===== config.mk =====
export PLATFORM = sky130hd
export DESIGN_NAME = serial_7seg_receiver
export DESIGN_NICKNAME = d
export VERILOG_FILES = /design/src/rtl/serial_7seg_receiver_pkg.sv /design/src/rtl/serial_7seg_receiver_seg7_to_bcd.sv /design/src/rtl/serial_7seg_receiver.sv
export SDC_FILE = /design/constraint.sdc
export NUM_CORES = 1
export LEC_CHECK = 0
export BUFFER_PORTS_ARGS = -buffer_cell sky130_fd_sc_hd__buf_4
export CORE_ASPECT_RATIO = 1.75
export CORE_MARGIN = 8
export CORE_UTILIZATION = 60
export CTS_CLUSTER_SIZE = 10
export DETAILED_ROUTE_END_ITERATION = 10
export GPL_TIMING_DRIVEN = 0
export HOLD_SLACK_MARGIN = 0.12
export PLACE_DENSITY_LB_ADDON = 0.08
export SLEW_MARGIN = 10
export SYNTH_ARGS = -nofsm -noshare
export SYNTH_HDL_FRONTEND = slang
export SYNTH_SLANG_ARGS = --single-unit

===== constraint.sdc =====
create_clock -name i_clk -period 6.2 [get_ports i_clk]
set_clock_uncertainty 0.05 [all_clocks]
set_input_delay 0.93 -clock i_clk [delete_from_list [all_inputs] [get_ports i_clk]]
set_output_delay 0.93 -clock i_clk [all_outputs]
set_load 0.01 [all_outputs]

===== src/rtl/serial_7seg_receiver_pkg.sv =====
// Shared constants for the serial 7-segment receiver: segment patterns, frame byte layout, FSM encoding.
// Pure definitions; no latency or flow control of its own.
package serial_7seg_receiver_pkg;

   localparam logic [6:0] SEG_0 = 7'h3F;
   localparam logic [6:0] SEG_1 = 7'h06;
   localparam logic [6:0] SEG_2 = 7'h5B;
   localparam logic [6:0] SEG_3 = 7'h4F;
   localparam logic [6:0] SEG_4 = 7'h66;
   localparam logic [6:0] SEG_5 = 7'h6D;
   localparam logic [6:0] SEG_6 = 7'h7D;
   localparam logic [6:0] SEG_7 = 7'h07;
   localparam logic [6:0] SEG_8 = 7'h7F;
   localparam logic [6:0] SEG_9 = 7'h6F;

   // Frame byte is {dp, g, f, e, d, c, b, a}
   localparam int DP_BIT = 7;

   localparam logic [3:0] BCD_INVALID = 4'hF;

   typedef enum logic [1:0] {
      ST_IDLE   = 2'd0,
      ST_SHIFT  = 2'd1,
      ST_COMMIT = 2'd2
   } rx_state_e;

endpackage


===== src/rtl/serial_7seg_receiver_seg7_to_bcd.sv =====
// Combinational active-high 7-segment pattern to BCD decode; zero latency, no flow control.
// Unknown patterns (including blank) give BCD_INVALID with valid_o low.
module seg7_to_bcd
   import serial_7seg_receiver_pkg::*;
(
   input  logic [6:0] seg_i,
   output logic [3:0] bcd_o,
   output logic       valid_o
);

   always_comb begin
      bcd_o   = BCD_INVALID;
      valid_o = 1'b1;
      case (seg_i)
         SEG_0:   bcd_o = 4'd0;
         SEG_1:   bcd_o = 4'd1;
         SEG_2:   bcd_o = 4'd2;
         SEG_3:   bcd_o = 4'd3;
         SEG_4:   bcd_o = 4'd4;
         SEG_5:   bcd_o = 4'd5;
         SEG_6:   bcd_o = 4'd6;
         SEG_7:   bcd_o = 4'd7;
         SEG_8:   bcd_o = 4'd8;
         SEG_9:   bcd_o = 4'd9;
         default: valid_o = 1'b0;
      endcase
   end

endmodule


===== src/rtl/serial_7seg_receiver.sv =====
// Oversampling 3-wire display receiver; outputs/strobes move SYNC_STAGES+2 cycles after raw latch rise.
// No backpressure (the sender free-runs); RX_TIMEOUT_EN adds a partial-frame inactivity timeout.
module serial_7seg_receiver
   import serial_7seg_receiver_pkg::*;
#(
   parameter int NUM_DIGITS     = 6,
   parameter int SYNC_STAGES    = 2,
   parameter int TIMEOUT_CYCLES = 4096
) (
   input  logic       i_clk,
   input  logic       i_reset_n,
   input  logic       i_en,
   input  logic       i_serial_clk,
   input  logic       i_serial_data,
   input  logic       i_serial_latch,
   output logic [3:0] o_hours_msb,
   output logic [3:0] o_hours_lsb,
   output logic [3:0] o_minutes_msb,
   output logic [3:0] o_minutes_lsb,
   output logic [3:0] o_seconds_msb,
   output logic [3:0] o_seconds_lsb,
   output logic [5:0] o_dp,
   output logic       o_frame_stb,
   output logic       o_frame_err,
   output logic       o_seg_err
);

   localparam int FRAME_BITS = 8 * NUM_DIGITS;
   localparam int CNT_W      = $clog2(FRAME_BITS + 2);
   localparam logic [CNT_W-1:0] CNT_FULL = CNT_W'(FRAME_BITS);
   localparam logic [CNT_W-1:0] CNT_OVF  = CNT_W'(FRAME_BITS + 1);

   logic [SYNC_STAGES-1:0] clk_sync_q, dat_sync_q, lat_sync_q;
   logic                   clk_prev_q, lat_prev_q;
   logic                   clk_rise, lat_rise, dat_bit;

   rx_state_e              state_q, state_d;
   logic [FRAME_BITS-1:0]  shreg_q, shreg_d;
   logic [CNT_W-1:0]       cnt_q, cnt_d;
   logic                   commit_ok, commit_bad;

   logic [3:0]             digit_q [NUM_DIGITS];
   logic [NUM_DIGITS-1:0]  dp_q;
   logic                   stb_q, err_q, seg_err_q;

   logic [3:0]             dec_bcd [NUM_DIGITS];
   logic [NUM_DIGITS-1:0]  dec_vld;

`ifdef RX_TIMEOUT_EN
   localparam int TMO_W = $clog2(TIMEOUT_CYCLES + 1);
   logic [TMO_W-1:0] tmo_q, tmo_d;
`endif

   // Data is tapped at the same depth as the clock edge detector, so it is the bit present at the edge
   assign clk_rise = clk_sync_q[SYNC_STAGES-1] & ~clk_prev_q;
   assign lat_rise = lat_sync_q[SYNC_STAGES-1] & ~lat_prev_q;
   assign dat_bit  = dat_sync_q[SYNC_STAGES-1];

   always_ff @(posedge i_clk) begin
      if (!i_reset_n) begin
         clk_sync_q <= '0;
         dat_sync_q <= '0;
         lat_sync_q <= '0;
         clk_prev_q <= 1'b0;
         lat_prev_q <= 1'b0;
      end else begin
         clk_sync_q <= {clk_sync_q[SYNC_STAGES-2:0], i_serial_clk};
         dat_sync_q <= {dat_sync_q[SYNC_STAGES-2:0], i_serial_data};
         lat_sync_q <= {lat_sync_q[SYNC_STAGES-2:0], i_serial_latch};
         clk_prev_q <= clk_sync_q[SYNC_STAGES-1];
         lat_prev_q <= lat_sync_q[SYNC_STAGES-1];
      end
   end

   always_comb begin
      state_d    = state_q;
      shreg_d    = shreg_q;
      cnt_d      = cnt_q;
      commit_ok  = 1'b0;
      commit_bad = 1'b0;
`ifdef RX_TIMEOUT_EN
      tmo_d      = tmo_q;
`endif
      if (i_en) begin
         case (state_q)
            ST_IDLE, ST_SHIFT: begin
               if (clk_rise) begin
                  shreg_d = {shreg_q[FRAME_BITS-2:0], dat_bit};
                  if (cnt_q != CNT_OVF) cnt_d = cnt_q + 1'b1;
                  state_d = ST_SHIFT;
               end
               // A latch in the same cycle as a clock rise commits the just-shifted bit too
               if (lat_rise) state_d = ST_COMMIT;
`ifdef RX_TIMEOUT_EN
               tmo_d = '0;
               if (state_q == ST_SHIFT && !clk_rise && !lat_rise) begin
                  if (tmo_q == TMO_W'(TIMEOUT_CYCLES - 1)) begin
                     state_d = ST_IDLE;
                     cnt_d   = '0;
                  end else begin
                     tmo_d = tmo_q + 1'b1;
                  end
               end
`endif
            end
            ST_COMMIT: begin
               if (cnt_q == CNT_FULL) commit_ok  = 1'b1;
               else                   commit_bad = 1'b1;
               cnt_d   = '0;
               state_d = ST_IDLE;
`ifdef RX_TIMEOUT_EN
               tmo_d   = '0;
`endif
            end
            default: begin
               cnt_d   = '0;
               state_d = ST_IDLE;
            end
         endcase
      end
   end

   always_ff @(posedge i_clk) begin
      if (!i_reset_n) begin
         state_q <= ST_IDLE;
         shreg_q <= '0;
         cnt_q   <= '0;
      end else begin
         state_q <= state_d;
         shreg_q <= shreg_d;
         cnt_q   <= cnt_d;
      end
   end

`ifdef RX_TIMEOUT_EN
   always_ff @(posedge i_clk) begin
      if (!i_reset_n) tmo_q <= '0;
      else            tmo_q <= tmo_d;
   end
`endif

   // Digit 0 (hours_msb) is the first byte shifted, so it sits at the top of the shift register
   for (genvar gi = 0; gi < NUM_DIGITS; gi++) begin : g_dec
      seg7_to_bcd u_dec (
         .seg_i   (shreg_q[8*(NUM_DIGITS-1-gi) +: 7]),
         .bcd_o   (dec_bcd[gi]),
         .valid_o (dec_vld[gi])
      );
   end

   always_ff @(posedge i_clk) begin
      if (!i_reset_n) begin
         for (int i = 0; i < NUM_DIGITS; i++) digit_q[i] <= 4'h0;
         dp_q      <= '0;
         stb_q     <= 1'b0;
         err_q     <= 1'b0;
         seg_err_q <= 1'b0;
      end else begin
         stb_q <= commit_ok;
         err_q <= commit_bad;
         if (commit_ok) begin
            for (int i = 0; i < NUM_DIGITS; i++) begin
               digit_q[i] <= dec_bcd[i];
               dp_q[i]    <= shreg_q[8*i + DP_BIT];
            end
            seg_err_q <= ~&dec_vld;
         end
      end
   end

   assign o_hours_msb   = digit_q[0];
   assign o_hours_lsb   = digit_q[1];
   assign o_minutes_msb = digit_q[2];
   assign o_minutes_lsb = digit_q[3];
   assign o_seconds_msb = digit_q[4];
   assign o_seconds_lsb = digit_q[5];
   assign o_dp          = dp_q;
   assign o_frame_stb   = stb_q;
   assign o_frame_err   = err_q;
   assign o_seg_err     = seg_err_q;

endmodule


==> results of run 1 <==
## registers in the layout (all words and copies together) (netlist names), 2 cells and up
| register | flops |
|---|---|
| clk_sync_q | 2 |
| cnt_q | 6 |
| o_dp | 6 |
| shreg_q | 48 |
| digit_q | 24 |
| state_q | 2 |
| lat_sync_q | 2 |
| dat_sync_q | 2 |
## worst max-delay path, cell delays in order
cell,delay (ns)
clkbuf_1,0.25
nand2_1,0.14
o31a_1,0.40
inv_1,0.78
## logic make-up (layout without fill, tap and decap cells)
logic type               count (synthesis)  after routing  synth area share, %
buffers and inverters                   54            106                 4.62
multiplexers                             2              2                0.432
XOR/XNOR                                13             13                 2.46
flip-flops                              97             97                 47.1
AND/OR/NAND/NOR                        245            245                 26.0
adder cells (fa/ha/maj)                  3              3                0.810
AO/OA/AOI/OAI                          120            120                 18.6
## through the flow
stage,setup slack [ns],cell area [um^2]
after floorplan,3.69,4630
after global placement,3.27,5010
after detailed placement,3.24,5010
after CTS,3.60,5280
after global routing,3.45,5280
final,3.59,5280
## cell usage after synthesis, drive strengths merged, types with 7 or more instances
cell type,count
edfxtp,24
buf,8
dfxtp,73
and2,10
xor2,7
nand3,12
clkbuf,39
a21oi,17
nor2,27
nand4b,7
nor3,9
nand2b,11
o21ai,11
a21boi,48
nand4,8
nand2,124
## path summary, 6_finish.rpt
check                      from             to  slack [ns]  depth (start not counted)
setup reg to reg       cnt_q[3]  digit_q[5][1]        3.80                          4
hold / removal    lat_sync_q[0]  lat_sync_q[1]        0.38                          1
setup / recovery           i_en  digit_q[5][1]        3.59                          4
hold reg to reg   lat_sync_q[0]  lat_sync_q[1]        0.38                          1
## power breakdown
part / switching (mW) / internal [mW] / leakage (nW)
Clock: 0.228 / 0.267 / 0.126
Combinational: 0.0280 / 0.0207 / 0.836
Sequential: 0.00436 / 0.658 / 0.817
## metal layers
layer | up-vias | wire length, um
met3 | 16 | 584
li1 | 1964 | -
met1 | 1870 | 4230
met4 | 0 | 159
met5 | - | 0
met2 | 109 | 5510
## placed cells by master, fill, tap and decap left out, types with 3 or more instances in the layout
cell type,instances
inv_1,6
dfxtp_1,73
clkbuf_16,9
nor2b_1,5
nor3_1,9
buf_2,3
or2_2,3
ha_1,3
and2_1,10
clkbuf_1,39
clkinv_2,3
xnor2_1,6
nand2_1,124
o31a_1,3
nand2b_1,11
o21ai_0,11
a21boi_0,46
a31oi_1,5
and3_1,5
buf_4,36
nand3b_1,5
nor2_1,27
a21oi_1,17
edfxtp_1,24
o22ai_1,6
nand3_1,12
clkinv_1,3
nand4_1,8
nand4b_1,7
xor2_1,7
a22o_1,6
or3_1,4
buf_1,4
## area by class of cell
| type | count | area (um^2) |
|---|---|---|
| buffer | 47 | 188 |
| clock buffer | 9 | 225 |
| clock inverter | 7 | 37.5 |
| fill | 628 | 2240 |
| inverter | 7 | 26.3 |
| multi-input combinational | 383 | 2240 |
| sequential | 97 | 2180 |
| tap | 88 | 110 |
| timing repair buffer | 36 | 270 |
==> qor.csv, run 1 <==
stage,metric,value,unit
sta,worstMarginPinSlew,1.02,ns
detailed_routing,remaining_drc_errors,0,
cts,cts_tree,done,
cts,post_cts_resized,0,
cts,clk_pin_slew,0.06,ns
run,cap_violations,0,
place,globalplace.congestion,0.885,
sta,fin_crit_sh,42.0,%
sta,finalSetupTns,0,ns
sta,report.final.setup_viol,0,
detailed_routing,antenna_left,0,
place,port_buffers,36,
die,core-area,7510,um^2
die,initial_core_util,61.7,%
die,die_width,82.4,um
cts,root_buffer,clkbuf_16,
synthesis,synth_area_leaders,"dfxtp_1, edfxtp_1, nand2_1",
die,fp-row-count,42,
place,dp_hpwl,7450,um
power_and_ir_drop,p_leak,1.78,nW
detailed_routing,dr.pass1.iters,5,
worst_hold_path,hold_path.class,reg -> reg,
final_layout,num_antenna_cells,0,
global_routing,met2_usage,34.4,%
detailed_routing,num_vias,3959,
final_layout,area_delta_synth_final,13.9,%
place,numPlacedInstances,658,
synthesis,synthCells,534,
setup_path,cp.required,6.11,ns
global_routing,grtUsageMet3,4.58,%
synthesis,synth_top_area_share,31.5,%
final_layout,drive_above_1_share,10.4,%
global_routing,grt_max_degree,25,
die,die_h,132,um
final_layout,nets,590,
sta,whs,0.382,ns
cts,cts_hold_buffers,0,
synthesis,synth_seq_cells,97,
synthesis,synth.distinct_cells,62,
global_routing,track_usage,19.9,%
power_and_ir_drop,total_power,1.21,mW
synthesis,syn_area_per_cell,8.68,um^2
global_routing,grt.busiest_layer,met2,
sta,finalHoldViolCount,0,
detailed_routing,finalWirelength,10500,um
cts,ctsHtreeMaxLevel,3,
setup_path,worst_setup_path_start_kind,input pin,
die,io_pins,39,
final_layout,fin_cells,674,
synthesis,synth_fp_nets,543,
global_routing,antenna_found_initial,0,
power_and_ir_drop,ir_drop,192,uV
run_status,status,completed,
cts,clock-sinks,97,
power_and_ir_drop,power.density,229,nW/um^2
setup_path,path_max_fanout,24,
cts,clock_path_buffers,2,
setup_path,cp_data_arrival_time,2.52,ns
sta,min_period,2.61,ns
detailed_routing,drtIter0Drc,214,
sta,rsz0062_at_grt,false,
synthesis,async_reset_ff_share,0,%
setup_path,endpoint_kind,flop,
global_routing,grt_pass1_wl,17200,um
final_layout,utilization,70.2,%
synthesis,synth_flop_cell,dfxtp_1,
global_routing,grt_pass1_vias,3759,
synthesis,ys_seq_area_share,47.1,%
setup_path,critPathKind,in -> reg,
cts,cts_buffers,9,
synthesis,synth-edff-count,24,
global_routing,use_met1,21.8,%
detailed_routing,route.detailed.wl_per_inst,15.6,um
cts,insertion_delay,0.34,ns
sta,max_freq,0.384,GHz
detailed_routing,vias_per_cell,5.87,
synthesis,yosys_warnings,0,
sta,maxSlewHeadroom,31.2,%
cts,post_cts_buffers,0,
die,die_area,10900,um^2
sta,drv_slew,0,
synthesis,yosysTopAreaCell,dfxtp_1,
synthesis,syn_area,4630,um^2
global_routing,overflow,0,
Note: power is estimated with default switching activity, not from simulation.
==> run 2, diff against run 1 <==
- CORE_UTILIZATION: 60 -> 54
- clock period: 6.2 -> 2.1 ns (I/O delays scaled with it)
==> qor.csv, run 2 (synthesis results as in run 1) <==
stage,metric,value,unit,change
sta,drv_slew,0,,unchanged
sta,finalHoldViolCount,0,,unchanged
setup_path,cp.required,2.27,ns,-3.84 ns
final_layout,nets,596,,+1.0%
detailed_routing,dr.pass1.iters,5,,unchanged
global_routing,antenna_found_initial,0,,unchanged
setup_path,r2r_setup_slack,0.03,ns,-3.77 ns
power_and_ir_drop,p_leak,1.86,nW,+4.7%
worst_hold_path,whs_endpoint,lat_sync_q[0],,
sta,worstMarginPinSlew,0.752,ns,-0.267 ns
final_layout,area_delta_synth_final,17.8,%,
die,core-area,8310,um^2,+11%
final_layout,largest-register,shreg_q,,
power_and_ir_drop,power.density,689,nW/um^2,+200%
cts,cts_hold_buffers,0,,unchanged
final_layout,drive_above_1_share,14.4,%,+4.0 points
cts,insertion_delay,0.34,ns,about the same
final_layout,most-common-layout-cells,"nand2_1, dfxtp_1, a21boi_0",,
detailed_routing,vias_per_cell,5.68,,-3.4%
final_layout,design_area,5460,um^2,+3.5%
cts,root_buffer,clkbuf_16,,
setup_path,critPathKind,reg -> reg,,
detailed_routing,num_vias,4007,,+1.2%
final_layout,final_common_cell,nand2_1,,
sta,rsz0062_at_grt,true,,
sta,max_freq,0.484,GHz,
setup_path,endpoint_kind,flop,,
place,post_dp_cell_area,5050,um^2,+0.67%
cts,clk_pin_slew,0.06,ns,about the same
cts,ctsHtreeMaxLevel,3,,unchanged
global_routing,overflow,0,,unchanged
die,die_h,139,um,+4.8%
global_routing,track_usage,17.8,%,-2.1 points
worst_hold_path,hold_path.class,in -> reg,,
power_and_ir_drop,ir_drop,483,uV,+150%
setup_path,cp_data_arrival_time,2.24,ns,-0.28 ns
detailed_routing,remaining_drc_errors,0,,unchanged
final_layout,top_regs,"shreg_q x48, digit_q x24",,
detailed_routing,drtIter0Drc,368,,+72%
setup_path,path_max_fanout,10,,-58%
cts,clock-sinks,97,,unchanged
place,port_buffers,36,,unchanged
final_layout,largest_register_ffs,48,,unchanged
setup_path,worst_setup_path_start_kind,flop,,
sta,min_period,2.07,ns,
detailed_routing,antenna_left,0,,unchanged
die,die_width,86.0,um,+4.4%
power_and_ir_drop,total_power,3.76,mW,+210%
run_status,status,completed,,
worst_hold_path,hold_start,i_serial_latch,,
sta,maxSlewHeadroom,49.1,%,+18 points
cts,clock_path_buffers,2,,unchanged
global_routing,grt_pass1_wl,17200,um,+0.40%
sta,fin_crit_sh,98.4,%,
detailed_routing,finalWirelength,10600,um,+1.3%
setup_path,r2r-start,shreg_q[10],,
die,die_area,11900,um^2,+9.3%
final_layout,num_antenna_cells,0,,unchanged
place,dp_hpwl,7310,um,-1.9%
detailed_routing,route.detailed.wl_per_inst,15.1,um,-3.2%
die,initial_core_util,55.7,%,-5.9 points
setup_path,r2r-end,o_seg_err,,
place,globalplace.congestion,0.856,,-3.3%
setup_path,rr_worst_depth,5,,+1
global_routing,grt_pass1_vias,3763,,+0.11%
cts,cts_buffers,9,,unchanged
sta,report.final.setup_viol,0,,unchanged
die,fp-row-count,44,,+4.8%
worst_hold_path,whs_path_depth,2,,+1
global_routing,grt_max_degree,15,,-40%
die,io_pins,39,,unchanged
run,cap_violations,0,,unchanged
cts,cts_tree,done,,
-- run 2: changes by cell type in the layout (fill, tap and decap cells not counted), sizes merged --
cell	delta
buf	+6
clkinvlp	+1
clkbuf	+4
inv	-1
clkinv	-5
-- run 2: metal layers --
metal	global-route usage, %	wire length, um
met1	20.1	4400
met5	0	0
met4	12.9	535
met2	29.4	5110
met3	2.49	588
-- run 2: worst max-delay path by stage --
stage	from	end	slack, ns
2_1_floorplan	shreg_q[0]	digit_q[5][2]	0.11
3_3_place_gp	cnt_q[3]	digit_q[0][1]	-0.31
3_5_place_dp	state_q[1]	digit_q[5][1]	-0.34
4_1_cts	shreg_q[20]	o_seg_err	0.01
5_1_grt	shreg_q[0]	digit_q[5][2]	-0.03
6_report	shreg_q[10]	o_seg_err	0.03
-- run 2: through the flow --
stage	utilization (%)	cells	hold slack, ns	setup slack, ns	setup TNS (ns)
after detailed placement	60.7	685	0.368	-0.344	-9.62
after global routing	65.7	706	0.126	-0.0296	-0.0626
after CTS	65.0	705	0.120	0.0106	0
after global placement	60.7	685	0.365	-0.315	-7.99
final	65.7	706	0.127	0.0335	0
after floorplan	-	534	0.362	0.107	0
-- run 2: layout make-up --
cell class	instances	area (um^2)
fill	704	2850
multi-input combinational	383	2270
sequential	97	2180
timing repair buffer	44	330
clock buffer	14	305
buffer	44	183
tap	115	144
inverter	7	33.8
timing repair inverter	1	7.51
clock inverter	1	5.00
-- run 2: repair_timing --
action	in CTS	in global routing
buffers inserted	4	4
pin swaps	1	3
gates cloned	1	0
setup endpoints to repair	39	64
gates resized for setup	7	11
-- run 2: critical path, cell delays in order, from the launching register on --
cell and delay, ns:
dfxtp_1 0.30, clkbuf_1 0.33, nand4b_1 0.22, o311ai_1 0.71, nand4b_1 0.17, a2bb2oi_1 0.16
-- run 2: report_power, final --
group	switching (mW)	total, mW	internal [mW]
logic	0.0868	0.153	0.0657
registers	0.0119	1.96	1.94
clock network	0.657	1.65	0.996
==> run 3, diff against run 2 <==
- CELL_PAD_IN_SITES_DETAIL_PLACEMENT: default -> 0
- CELL_PAD_IN_SITES_GLOBAL_PLACEMENT: default -> 1
- CORE_UTILIZATION: 54 -> 41
- HOLD_SLACK_MARGIN: 0.12 -> 0.1
==> qor.csv, run 3 (synthesis results as in run 1) <==
stage,metric,value,unit,change
place,post-place-ws,-0.350,ns,-0.00583 ns
final_layout,largest-register,shreg_q,,
final_layout,top_regs,"shreg_q x48, digit_q x24",,
die,fp-row-count,51,,+16%
die,initial_core_util,41.7,%,-14 points
die,die_area,15100,um^2,+27%
power_and_ir_drop,power.density,681,nW/um^2,-1.2%
cts,cts_buffers,9,,unchanged
sta,finalHoldViolCount,0,,unchanged
global_routing,track_usage,15.5,%,-2.3 points
sta,whs,0.130,ns,+0.00337 ns
setup_path,path_buf_inv,0,,-1
detailed_routing,dr.pass1.iters,5,,unchanged
detailed_routing,remaining_drc_errors,0,,unchanged
place,port_buffers,36,,unchanged
final_layout,drive_above_1_share,15.3,%,+0.96 points
sta,timing.final.ws_setup,0.0835,ns,+0.0500 ns
setup_path,path_cells,or3b_4 > a211oi_4 > a211oi_1 > nor2b_4 > a2111oi_2 > nor2_1,,
run,cap_violations,0,,unchanged
die,die_h,157,um,+13%
final_layout,most-common-layout-cells,"nand2_1, dfxtp_1, buf_4",,
detailed_routing,finalWirelength,11200,um,+5.7%
power_and_ir_drop,ir_drop,470,uV,-2.7%
place,globalplace.congestion,0.804,,-6.1%
setup_path,path_max_fanout,8,,-2
setup_path,cp_data_arrival_time,2.05,ns,-0.19 ns
sta,worstMarginPinSlew,0.542,ns,-0.210 ns
setup_path,cp.required,2.14,ns,-0.13 ns
cts,insertion_delay,0.34,ns,about the same
global_routing,grt_max_degree,15,,unchanged
cts,clock_path_buffers,2,,unchanged
setup_path,cpPeakStageDelay,0.42,ns,-0.29 ns
final_layout,multi_input_area,2290,um^2,+0.88%
sta,fin_crit_sh,96.0,%,-2.4 points
final_layout,area_delta_synth_final,19.1,%,
final_layout,largest_register_ffs,48,,unchanged
cts,cts_tree,done,,
detailed_routing,num_vias,3909,,-2.4%
setup_path,crit_slowest_cell,or3b_4,,
sta,report.final.setup_viol,0,,unchanged
worst_hold_path,whs_path_depth,2,,unchanged
detailed_routing,route.detailed.wl_per_inst,15.5,um,+3.0%
setup_path,endpoint_kind,flop,,
global_routing,grt_pass1_wl,18400,um,+7.0%
setup_path,rr_worst_depth,6,,+1
die,core-area,11100,um^2,+34%
sta,drv_slew,0,,unchanged
global_routing,grtUsageMet3,3.31,%,+0.82 points
final_layout,seqCellArea,2190,um^2,+0.40%
final_layout,final.fill_count,1090,,+55%
setup_path,r2r-start,shreg_q[3],,
setup_path,r2r_setup_slack,0.08,ns,+0.05 ns
setup_path,r2r-end,digit_q[5][2],,
detailed_routing,antenna_left,0,,unchanged
cts,clk_pin_slew,0.06,ns,about the same
setup_path,critPathKind,reg -> reg,,
final_layout,num_antenna_cells,0,,unchanged
setup_path,cp_top_family,compound AO/OA/AOI/OAI gates,,
detailed_routing,drtIter0Drc,185,,-50%
global_routing,use_met1,17.8,%,-2.3 points
power_and_ir_drop,p_leak,1.88,nW,+0.73%
sta,max_freq,0.496,GHz,+2.5%
setup_path,worst_setup_path_start_kind,flop,,
worst_hold_path,hold_start,i_serial_data,,
sta,min_period,2.02,ns,-0.0500 ns
run_status,status,completed,,
worst_hold_path,hold_path.class,in -> reg,,
global_routing,grt.busiest_layer,met2,,
global_routing,met2_usage,26.6,%,-2.7 points
cts,root_buffer,clkbuf_16,,
place,dp_hpwl,7890,um,+7.9%
die,die_width,96.4,um,+12%
global_routing,overflow,0,,unchanged
detailed_routing,vias_per_cell,5.39,,-5.0%
die,io_pins,39,,unchanged
global_routing,antenna_found_initial,0,,unchanged
global_routing,grt_pass1_vias,3841,,+2.1%
worst_hold_path,whs_endpoint,dat_sync_q[0],,
final_layout,nets,597,,+0.17%
final_layout,final_common_cell,nand2_1,,
sta,maxSlewHeadroom,63.9,%,+15 points
cts,clock-sinks,97,,unchanged
cts,ctsHtreeMaxLevel,3,,unchanged
==> run 3: cell types whose count changed in the layout (fill, tap and decap cells not counted), moves of 2 or more <==
cell      change
dfxtp_1       -3
buf_4         +5
buf_2         -2
dfxtp_4       +2
a211oi_2      -2
==> run 3: per-layer routing <==
layer,share of wire [%],up-vias
li1,-,1974
met1,44,1839
met2,50,77
met3,4.1,19
met4,2.1,0
met5,0,-
==> run 3: timing repair <==
action,CTS,global route
endpoints found under the setup margin,42,37
hold buffers,0,0
resized for setup,11,20
setup buffers,5,7
hold endpoints to repair,0,0
pin swaps,4,8
cloned,1,0
==> run 3: cell type report <==
type | count | share of cell area (%)
buffer | 41 | 3.04
clock buffer | 15 | 5.42
clock inverter | 1 | 0.0907
inverter | 7 | 0.612
multi-input combinational | 383 | 41.5
sequential | 97 | 39.7
tap | 132 | 2.99
timing repair buffer | 48 | 6.53
timing repair inverter | 1 | 0.136
==> run 3: report_power, final <==
part / switching [mW] / leakage (nW) / internal, mW
Combinational: 0.0875 / 0.905 / 0.0655
Clock: 0.677 / 0.151 / 0.972
Sequential: 0.0125 / 0.820 / 1.94
Total: 0.777 / 1.88 / 2.98
==> run 3: through the flow <==
| stage | instance area (um^2) | total power, mW | std cells | utilization [%] | TNS [ns] |
|---|---|---|---|---|---|
| floorplan | 4630 | 2.08 | 534 | - | 0 |
| global placement | 5070 | 2.15 | 702 | 45.7 | -9.77 |
| detailed placement | 5070 | 2.15 | 702 | 45.7 | -10.64 |
| CTS | 5430 | 3.80 | 721 | 48.9 | -0.0151 |
| global route | 5520 | 3.88 | 725 | 49.7 | -0.00167 |
| finish | 5520 | 3.76 | 725 | 49.7 | 0 |
==> run 3: worst max path at each step <==
stage                    start       endpoint  slack, ns  depth (start not counted)
finish              shreg_q[3]  digit_q[5][2]       0.08                          6
global route        shreg_q[6]  digit_q[5][1]     -0.002                          6
CTS                 state_q[1]  digit_q[1][1]      -0.01                          7
detailed placement    cnt_q[3]  digit_q[0][2]      -0.35                          4
global placement      cnt_q[3]  digit_q[0][0]      -0.32                          4
floorplan           shreg_q[0]  digit_q[5][2]       0.11                          7
